`src/rtl/id_ex_stage_pkg.sv`:
```
// id_ex_stage_pkg: shared encodings and EX-control bundle for the ID/EX pipeline register.
package id_ex_stage_pkg;

    localparam int ALUOP_W = 4;

    typedef enum logic [1:0] {
        REGDST_RT = 2'b00,
        REGDST_RD = 2'b01,
        REGDST_RA = 2'b10
    } regdst_e;

    typedef enum logic [1:0] {
        WB_ALU = 2'b00,
        WB_MEM = 2'b01,
        WB_PC4 = 2'b10
    } memtoreg_e;

    typedef struct packed {
        logic [ALUOP_W-1:0] alu_op;
        logic               alu_src1;
        logic               alu_src2;
        logic [1:0]         reg_dst;
        logic               mem_read;
        logic               mem_write;
        logic [1:0]         mem_to_reg;
        logic               reg_write;
        logic               branch;
    } ex_ctrl_t;

    typedef struct packed {
        ex_ctrl_t    ctrl;
        logic [31:0] pc_plus4;
        logic [31:0] rs_data;
        logic [31:0] rt_data;
        logic [31:0] imm_ext;
        logic [4:0]  rs;
        logic [4:0]  rt;
        logic [4:0]  rd;
        logic [4:0]  shamt;
    } ex_reg_t;

    localparam ex_ctrl_t CTRL_BUBBLE = '0;

endpackage

```
`src/rtl/id_ex_stage_load_use_detect.sv`:
```
// load_use_detect: flags an ID instruction that reads the register a load in EX is writing.
module load_use_detect
    import id_ex_stage_pkg::*;
(
    input  logic       ex_MemRead,
    input  logic [4:0] ex_rt,
    input  logic [4:0] id_rs,
    input  logic [4:0] id_rt,
    output logic       load_use
);

    assign load_use = ex_MemRead & (ex_rt != 5'd0) & ((ex_rt == id_rs) | (ex_rt == id_rt));

endmodule

```
`src/rtl/id_ex_stage.sv`:
```
// id_ex_stage: ID/EX pipeline register with load-use stall, flush bubbles and an optional
// bubble counter enabled by ID_EX_BUBBLE_CNT_EN.
module id_ex_stage
    import id_ex_stage_pkg::*;
(
    input  logic               clk,
    input  logic               reset,
    input  logic [ALUOP_W-1:0] id_ALUOp,
    input  logic               id_ALUSrc1,
    input  logic               id_ALUSrc2,
    input  logic [1:0]         id_RegDst,
    input  logic               id_MemRead,
    input  logic               id_MemWrite,
    input  logic [1:0]         id_MemtoReg,
    input  logic               id_RegWrite,
    input  logic               id_Branch,
    input  logic [31:0]        id_pc_plus4,
    input  logic [31:0]        id_rs_data,
    input  logic [31:0]        id_rt_data,
    input  logic [31:0]        id_imm_ext,
    input  logic [4:0]         id_rs,
    input  logic [4:0]         id_rt,
    input  logic [4:0]         id_rd,
    input  logic [4:0]         id_shamt,
    input  logic               flush,
    output logic [ALUOP_W-1:0] ex_ALUOp,
    output logic               ex_ALUSrc1,
    output logic               ex_ALUSrc2,
    output logic [1:0]         ex_RegDst,
    output logic               ex_MemRead,
    output logic               ex_MemWrite,
    output logic [1:0]         ex_MemtoReg,
    output logic               ex_RegWrite,
    output logic               ex_Branch,
    output logic [31:0]        ex_pc_plus4,
    output logic [31:0]        ex_rs_data,
    output logic [31:0]        ex_rt_data,
    output logic [31:0]        ex_imm_ext,
    output logic [4:0]         ex_rs,
    output logic [4:0]         ex_rt,
    output logic [4:0]         ex_rd,
    output logic [4:0]         ex_shamt,
    output logic               stall_if_id,
    output logic [31:0]        bubble_count
);

    ex_reg_t ex_d, ex_q, id_bundle, bubble;
    logic    load_use, insert_bubble;

    load_use_detect u_lud (
        .ex_MemRead (ex_q.ctrl.mem_read),
        .ex_rt      (ex_q.rt),
        .id_rs      (id_rs),
        .id_rt      (id_rt),
        .load_use   (load_use)
    );

    assign id_bundle = {id_ALUOp, id_ALUSrc1, id_ALUSrc2, id_RegDst, id_MemRead, id_MemWrite,
                        id_MemtoReg, id_RegWrite, id_Branch, id_pc_plus4, id_rs_data, id_rt_data,
                        id_imm_ext, id_rs, id_rt, id_rd, id_shamt};
    assign bubble        = {CTRL_BUBBLE, {($bits(ex_reg_t) - $bits(ex_ctrl_t)){1'b0}}};
    assign insert_bubble = flush | load_use;
    assign ex_d          = insert_bubble ? bubble : id_bundle;
    // a flush wins over the stall so the branch target can load into the PC
    assign stall_if_id   = load_use & ~flush & ~reset;

    always_ff @(posedge clk) begin
        if (reset) ex_q <= '0;
        else       ex_q <= ex_d;
    end

    assign ex_ALUOp    = ex_q.ctrl.alu_op;
    assign ex_ALUSrc1  = ex_q.ctrl.alu_src1;
    assign ex_ALUSrc2  = ex_q.ctrl.alu_src2;
    assign ex_RegDst   = ex_q.ctrl.reg_dst;
    assign ex_MemRead  = ex_q.ctrl.mem_read;
    assign ex_MemWrite = ex_q.ctrl.mem_write;
    assign ex_MemtoReg = ex_q.ctrl.mem_to_reg;
    assign ex_RegWrite = ex_q.ctrl.reg_write;
    assign ex_Branch   = ex_q.ctrl.branch;
    assign ex_pc_plus4 = ex_q.pc_plus4;
    assign ex_rs_data  = ex_q.rs_data;
    assign ex_rt_data  = ex_q.rt_data;
    assign ex_imm_ext  = ex_q.imm_ext;
    assign ex_rs       = ex_q.rs;
    assign ex_rt       = ex_q.rt;
    assign ex_rd       = ex_q.rd;
    assign ex_shamt    = ex_q.shamt;

`ifdef ID_EX_BUBBLE_CNT_EN
    logic [31:0] bubble_cnt_d, bubble_cnt_q;

    assign bubble_cnt_d = (insert_bubble && bubble_cnt_q != '1) ? bubble_cnt_q + 32'd1 : bubble_cnt_q;

    always_ff @(posedge clk) begin
        if (reset) bubble_cnt_q <= '0;
        else       bubble_cnt_q <= bubble_cnt_d;
    end

    assign bubble_count = bubble_cnt_q;
`else
    assign bubble_count = '0;
`endif

endmodule

```
`config.mk`:
```
export PLATFORM = sky130hd
export DESIGN_NAME = id_ex_stage
export DESIGN_NICKNAME = d
export VERILOG_FILES = /design/src/rtl/id_ex_stage_pkg.sv /design/src/rtl/id_ex_stage_load_use_detect.sv /design/src/rtl/id_ex_stage.sv
export SDC_FILE = /design/constraint.sdc
export NUM_CORES = 1
export LEC_CHECK = 0
export ABC_AREA = 1
export BUFFER_PORTS_ARGS = -buffer_cell sky130_fd_sc_hd__buf_4
export CAP_MARGIN = 25
export CELL_PAD_IN_SITES_DETAIL_PLACEMENT = 1
export CELL_PAD_IN_SITES_GLOBAL_PLACEMENT = 2
export CORE_MARGIN = 2
export CORE_UTILIZATION = 22
export CTS_CLUSTER_SIZE = 16
export DETAILED_ROUTE_END_ITERATION = 8
export GPL_TIMING_DRIVEN = 0
export PLACE_DENSITY = 0.79
export SETUP_SLACK_MARGIN = 0.5
export SLEW_MARGIN = 20
export SYNTH_ARGS = -nofsm -noshare
export SYNTH_HDL_FRONTEND = slang
export SYNTH_SLANG_ARGS = --single-unit
```
`constraint.sdc`:
```
create_clock -name clk -period 3.6 [get_ports clk]
set_clock_uncertainty 0.15 [all_clocks]
set_input_delay 0.18 -clock clk [delete_from_list [all_inputs] [get_ports clk]]
set_output_delay 0.18 -clock clk [all_outputs]
set_load 0.05 [all_outputs]
```
# Word level (Yosys, flattened, before mapping)
# Cells that the tools add are included.
# op_classes
n_eq_ne	2
n_bitwise	8
n_reduce_logical	2
# ops
operator	count
$eq A5 B5 Y1	2
$reduce_bool A5 Y1	1
$and A1 B1 Y1	4
$not A1 Y1	2
$or A1 B1 Y1	2
$reduce_or A2 Y1	1
# word_totals
regBits	162
in_bits	165
out_inout_bits	195
elab_cells	29

# Longest topological paths before layout
# Gate-level depths: netlist (run 1).
# depth
word_depth	5
ltp_mapped	11
ltp_nobuf	9

# By module
# From an unflattened synthesis (run 1), not the netlist that was laid out.
# unflattened
cells_unflattened	586
area_unflattened_um2	5151.2
# modules_own_cells
module	instances	cells_each	area_each_um2
id_ex_stage	1	541	4956.0
load_use_detect	1	45	195.2

# Worst setup path after synthesis (run 1)
# Ideal clock, no wire load.
# synth_path
kind	register to output
start	reg ex_q, in the netlist ex_rt[1]
end	out stall_if_id
arrival_ns	1.812
t_required_ns	3.270
slack_ns	1.458
path_stages_with_launch	9
n_path_buf	0
cell_sequence	dfxtp_1 -> inv_1 -> nand2_1 -> nand2_1 -> nor2_1 -> nand3_1 -> nand2_1 -> nand2_1 -> nor2_1
# synth_via
elab_chain_cells	5
# synth_rtl
element	line	rtl
start: declaration	id_ex_stage.sv:47	ex_reg_t ex_d, ex_q, id_bundle, bubble;
start signal: assignment	id_ex_stage.sv:68	if (reset) ex_q <= '0;
start signal: assignment	id_ex_stage.sv:69	else ex_q <= ex_d;
$eq A5 B5 Y1 / $reduce_bool A5 Y1 (equally long branches)	id_ex_stage_load_use_detect.sv:12	assign load_use = ex_MemRead & (ex_rt != 5'd0) & ((ex_rt == id_rs) | (ex_rt == id_rt));
$or A1 B1 Y1 / $and A1 B1 Y1 (equally long branches)	id_ex_stage_load_use_detect.sv:12	
$and A1 B1 Y1 (*)	id_ex_stage_load_use_detect.sv:12	
$and A1 B1 Y1 (*) (2 in series)	id_ex_stage.sv:65	assign stall_if_id = load_use & ~flush & ~reset;
end: declaration	id_ex_stage.sv:43	output logic stall_if_id,
# Every way passes the cells marked *; elsewhere a longest branch is shown, timed or not.

# Final worst setup path (run 1)
# Ends and elaborated chain as after synthesis.

==> results of run 1 <==
-- layer usage --
metal,vias up,wire [um],track usage [%]
li1,2607,-,-
met1,2417,6950,16.2
met2,237,10700,31.2
met3,15,1970,7.02
met4,0,303,5.38
met5,-,0,0
-- flip-flops by register name, indices dropped and copies added, names as in the netlist, 2 cells and up --
register and cells:
ex_imm_ext 32, ex_rs 5, ex_rt 5, ex_rs_data 32, ex_MemtoReg 2, ex_ALUOp 4
ex_pc_plus4 32, ex_rt_data 32, ex_RegDst 2, ex_shamt 5, ex_rd 5
-- power breakdown --
group | switching, mW | internal [mW]
logic | 0.528 | 0.384
registers | 0.0242 | 1.87
clock network | 0.806 | 1.07
total | 1.36 | 3.32
-- Yosys cell counts --
cell,number
buf_6,1
inv_2,1
nand4_1,1
xnor2_1,2
buf_4,40
nand2_1,24
nor2_1,170
nand2_2,1
inv_1,169
nand3_1,2
dfxtp_1,162
conb_1,1
o21ai_0,1
buf_2,8
-- area by class of cell --
class / instances / area [sq um] / area share (%)
multi-input combinational: 233 / 893 / 8.78
sequential: 162 / 3240 / 31.9
clock inverter: 13 / 168 / 1.65
buffer: 49 / 352 / 3.46
tap: 285 / 357 / 3.51
inverter: 170 / 638 / 6.27
timing repair buffer: 489 / 4080 / 40.1
antenna: 3 / 7.51 / 0.0738
clock buffer: 18 / 439 / 4.32
-- tightest hold or removal path, delay by kind of cell --
kind | cells | cell delay (ns)
buffers and inverters | 2 | 0.31
and+or+nand+nor | 3 | 0.31
-- worst max-delay path by stage --
stage | from | to | cells after the start
3_3_place_gp | ex_rt[0] | ex_pc_plus4[3] | 11
2_1_floorplan | ex_rt[1] | stall_if_id | 8
6_report | ex_rt[1] | stall_if_id | 9
3_5_place_dp | ex_rt[1] | ex_pc_plus4[3] | 11
5_1_grt | ex_rt[1] | ex_rs_data[5] | 11
4_1_cts | ex_rt[1] | stall_if_id | 9
-- what timing repair did --
action / 4_1_cts / 5_1_grt
hold buffers: 162 / 0
endpoints found under the hold margin: 162 / 0
setup endpoints to repair: 0 / 0
-- stage by stage --
| stage | cell area (sq um) | util [%] | power [mW] |
|---|---|---|---|
| 5_1_grt | 10200 | 45.2 | 4.88 |
| 3_3_place_gp | 7940 | 35.3 | 2.68 |
| 3_5_place_dp | 7940 | 35.3 | 2.69 |
| 4_1_cts | 10200 | 45.2 | 4.73 |
| 6_report | 10200 | 45.2 | 4.67 |
| 2_1_floorplan | 5130 | - | 2.39 |
-- cell families after synthesis --
logic type      after synthesis  share of synthesized area, %
compound gates                1                        0.0998
xor+xnor                      2                         0.350
buf+inv                     219                          19.8
flops                       162                          64.7
other cells                   1                        0.0749
simple gates                198                          15.0
==> out/results.txt, run 1 <==
most common cell after layout, fill and taps aside = buf_4
Max FO, Critical Path = 4
sum of negative setup slack = 0 ns
Clock Latency Late Sink = 0.42 ns
DRC Markers = 0
vias in the first global route = 5794
WL final = 19.9 mm
First-pass DRT Iterations = 3
Initial Util = 22.3%
Wirelength per Cell = 14.0 um
Max-Cap Viols = 0
CORE AREA = 22500 sq um
clock slew at reported path FFs = 0.07 ns
global-route wire length before repair = 30.3 mm
Synth top area share = 64.7%
Clock Path Buffers = 2
post-synthesis sequential area ratio = 64.7%
Synth warnings = 0
hold wc startpoint = flush
Hold Crit Depth = 5
endpoint class of the critical path = primary output
ranking of synthesized cells by area = dfxtp_1 (65%), nor2_1 (13%), inv_1 (13%)
Slew Limit Fails = 0
worst-case reg-to-reg path depth = 11
CTS tree = built
row count = 55
DP Worst Slack = 1.60 ns
via density per instance = 3.71
Arrival @ worst endpoint = 1.68 ns
WS Path Type = reg -> out
initial DRC count = 103
Hold Violations, Final = 0
DRT antenna net count = 0
reg2reg end = ex_rs_data[9]
clk root buf = clkbuf_16
count of input and output buffers = 327
Non-Filler Instances = 1422
Synth-to-Final Area Change = 103%
final setup fails = 0
crit-path cells = inv_1 > nand2_1 > nand2_1 > nor2_1 > nand3_1 > nand2_1 > nand2_1 > nor2_1 > buf_4
initial antenna violation count = 3
Post-CTS Setup Inserts = 0
r2r setup slk = 1.63 ns
I/O pin cnt = 360
GRT overflow = 0
end of the worst hold path = ex_pc_plus4[24]
Seq cells post-synth = 162
die footprint = 24000 sq um
unrepaired setup endpoints after global routing = no
Peak Freq = 497 MHz
post_cts resized = 0
Die Width = 155 um
Reg2Reg Launch Point = ex_rt[1]
CTS Sinks = 162
Final period util = 55.9%
maximum number of pins on one net before global-route repair = 17
GP Congestion = 0.756
status = finished, final reports clean
Static Leak = 5.63 nW
filler cell count = 2644
CP Launch Type = register
placed instance count = 1226
proportion of layout cells with a drive suffix above 1 = 36.1%
post-route setup slack = 1.59 ns
Synth area leader = dfxtp_1
Worst VDD drop = 0.256 mV
Mapped Avg Cell Area = 8.59 sq um
hold slack = 0.288 ns
commonest cells after routing, fill and taps aside = buf_4 (367), nor2_1 (170), inv_1 (169)
Min Clock Period, post-route = 2.01 ns
nets = 1287
Syn Std Cell Area = 5010 sq um
CTS H-tree depth = 4
slowest library cell on the worst path = dfxtp_1
Worst Hold Class = in -> reg
detailed placement HPWL = 13.1 mm
Post-Synthesis Cells = 583
PwrDens = 459 nW/um^2
Buf/Inv on CP = 2
CTS buffer count = 17
max incr delay on CP = 0.39 ns
CP required = 3.27 ns
delay-heaviest family, CP = simple AND/OR/NAND/NOR gates
Synth cell types = 14
Most common cell on crit path = nand2_1
Die H = 155 um
DR vias = 5276
total track usage = 16.5%
Power figures use the tool's default switching activity.
==> run 2: changes to the inputs <==
- CORE_UTILIZATION: 22 -> 18
- PLACE_DENSITY: 0.79 -> 0.69
- clock period: 3.6 -> 1.65 ns (I/O delays scaled with it)
==> run 2 against run 1 <==
The run now ends with negative setup slack left. Critical path depth stayed put. Die area is 22% higher. Sequential cell count stayed put. Critical path type unchanged. Design area is 36% higher.
==> out/results.txt, run 2 (synthesis results as in run 1) <==
Worst Hold Class = in -> reg
fin util = 50.1% (+4.9 points)
Hold Crit Depth = 5 (unchanged)
I/O pin cnt = 360 (unchanged)
DRT antenna net count = 0 (unchanged)
count of input and output buffers = 327 (unchanged)
CTS H-tree depth = 4 (unchanged)
status = finished with violations
PwrDens = 801 nW/um^2 (+74%)
die footprint = 29200 sq um (+22%)
Tot Pwr = 11.1 mW (+140%)
Min Clock Period, post-route = 1.83 ns
endpoint class of the critical path = primary output
unrepaired setup endpoints after global routing = yes
nets = 1325 (+3.0%)
commonest cells after routing, fill and taps aside = buf_4 (198), inv_1 (164), dlygate4sd3_1 (162)
Clock Path Buffers = 2 (unchanged)
Reg2Reg Launch Point = ex_rt[1]
CTS tree = built
final setup fails = 146 (+146)
hold wc startpoint = reset
Arrival @ worst endpoint = 1.60 ns (-0.08 ns)
detailed placement HPWL = 13.4 mm (+2.5%)
worst-case reg-to-reg path depth = 11 (unchanged)
CP Launch Type = register
Die Width = 171 um (+10%)
CTS Sinks = 162 (unchanged)
Clock Latency Late Sink = 0.42 ns (about the same)
r2r setup slk = -0.16 ns (-1.79 ns)
Max FO, Critical Path = 5 (+1)
WL final = 26.2 mm (+32%)
WS Path Type = reg -> out
GRT overflow = 0 (unchanged)
Die H = 171 um (+10%)
row count = 61 (+11%)
CORE AREA = 27600 sq um (+23%)
vias in the first global route = 6244 (+7.8%)
maximum number of pins on one net before global-route repair = 17 (unchanged)
post-route setup slack = -0.180 ns (-1.77 ns)
sum of negative setup slack = -11.57 ns (-11.57 ns)
failing checks = negative setup slack
First-pass DRT Iterations = 2 (-1)
via density per instance = 3.68 (-0.76%)
Hold Violations, Final = 0 (unchanged)
GP Congestion = 0.681 (-9.9%)
end of the worst hold path = ex_pc_plus4[24]
CP required = 1.42 ns (-1.85 ns)
Worst VDD drop = 0.457 mV (+79%)
Non-Filler Instances = 1553 (+9.2%)
Wirelength per Cell = 16.9 um (+21%)
Slew Limit Fails = 0 (unchanged)
clock slew at reported path FFs = 0.07 ns (about the same)
DP Worst Slack = -0.203 ns (-1.81 ns)
initial antenna violation count = 1 (-2)
total track usage = 15.6% (-0.98 points)
Static Leak = 6.54 nW (+16%)
filler cell count = 2901 (+9.7%)
clk root buf = clkbuf_16
CTS buffer count = 17 (unchanged)
Synth-to-Final Area Change = 176%
Peak Freq = 546 MHz
Initial Util = 18.1% (-4.1 points)
proportion of layout cells with a drive suffix above 1 = 66.0% (+30 points)
initial DRC count = 138 (+34%)
DR vias = 5718 (+8.4%)
DRC Markers = 0 (unchanged)
placed instance count = 1319 (+7.6%)
Final period util = 111%
Max-Cap Viols = 0 (unchanged)
reg2reg end = ex_ALUOp[1]
most common cell after layout, fill and taps aside = buf_4
global-route wire length before repair = 34.1 mm (+12%)
## run 2: cell count changes in the layout (fill, tap and decap cells not counted), moves of 10 or more
cell     delta
buf_6      +14
dfxtp_2   +157
buf_12     +25
nor2_4    +143
dfxtp_1   -162
buf_4     -169
nor2_1    -153
buf_8     +158
buf_16     +18
nor2_2     +10
## run 2: report_power, final
part | leakage, nW | switching [mW] | internal [mW]
sequential | 1.40 | 0.118 | 4.10
combinational | 4.87 | 1.47 | 1.38
clock | 0.274 | 1.79 | 2.23
total | 6.54 | 3.38 | 7.71
## run 2: layer usage
| metal | share of wire (%) | up-vias | track usage, % |
|---|---|---|---|
| met1 | 32 | 2703 | 14.9 |
| met4 | 3.1 | 0 | 4.68 |
| met3 | 8.9 | 48 | 6.36 |
| met5 | 0 | - | 0 |
| li1 | - | 2694 | - |
| met2 | 56 | 273 | 30.1 |
## run 2: layout make-up
class	count	area, sq um	area share, %
inverters	170	643	4.65
clock buffers	20	467	3.37
clock inverters	12	120	0.868
well taps	378	473	3.42
multi-input cells	233	2030	14.7
diodes	2	5.00	0.0362
plain buffers	49	581	4.19
flip-flops and latches	162	3460	25.0
repair buffers	527	6060	43.8
## run 2: worst max-delay path, cell delays in order (launching register included)
cell     delay, ns
dfxtp_4       0.38
inv_4         0.03
nand2_2       0.05
nand2_2       0.06
nor2_2        0.11
nand3_2       0.09
nand2_2       0.09
nand2_4       0.09
nor2_4        0.13
buf_8         0.15
## run 2: repair_timing
action                                 4_1_cts  5_1_grt
resized for setup                          492      372
gates cloned                                18        0
pin swaps                                   12       20
setup endpoints to repair                  325      325
endpoints found under the hold margin      162        0
hold buffers                               162        0
setup buffers                               15        5
## run 2: worst max-delay path by stage
stage	start	endpoint	cells past startpoint
global placement	ex_rt[0]	ex_pc_plus4[30]	10
floorplan	ex_rt[3]	stall_if_id	8
detailed placement	ex_rt[0]	ex_pc_plus4[30]	10
finish	ex_rt[0]	stall_if_id	9
global route	ex_rt[4]	stall_if_id	9
CTS	ex_rt[0]	stall_if_id	9
## run 2: stage by stage
stage	hold slack, ns	area [sq um]
final	0.129	13800
after global routing	0.144	13800
after CTS	0.105	12500
after detailed placement	0.154	8120
after global placement	0.146	8120
after floorplan	0.0350	5200
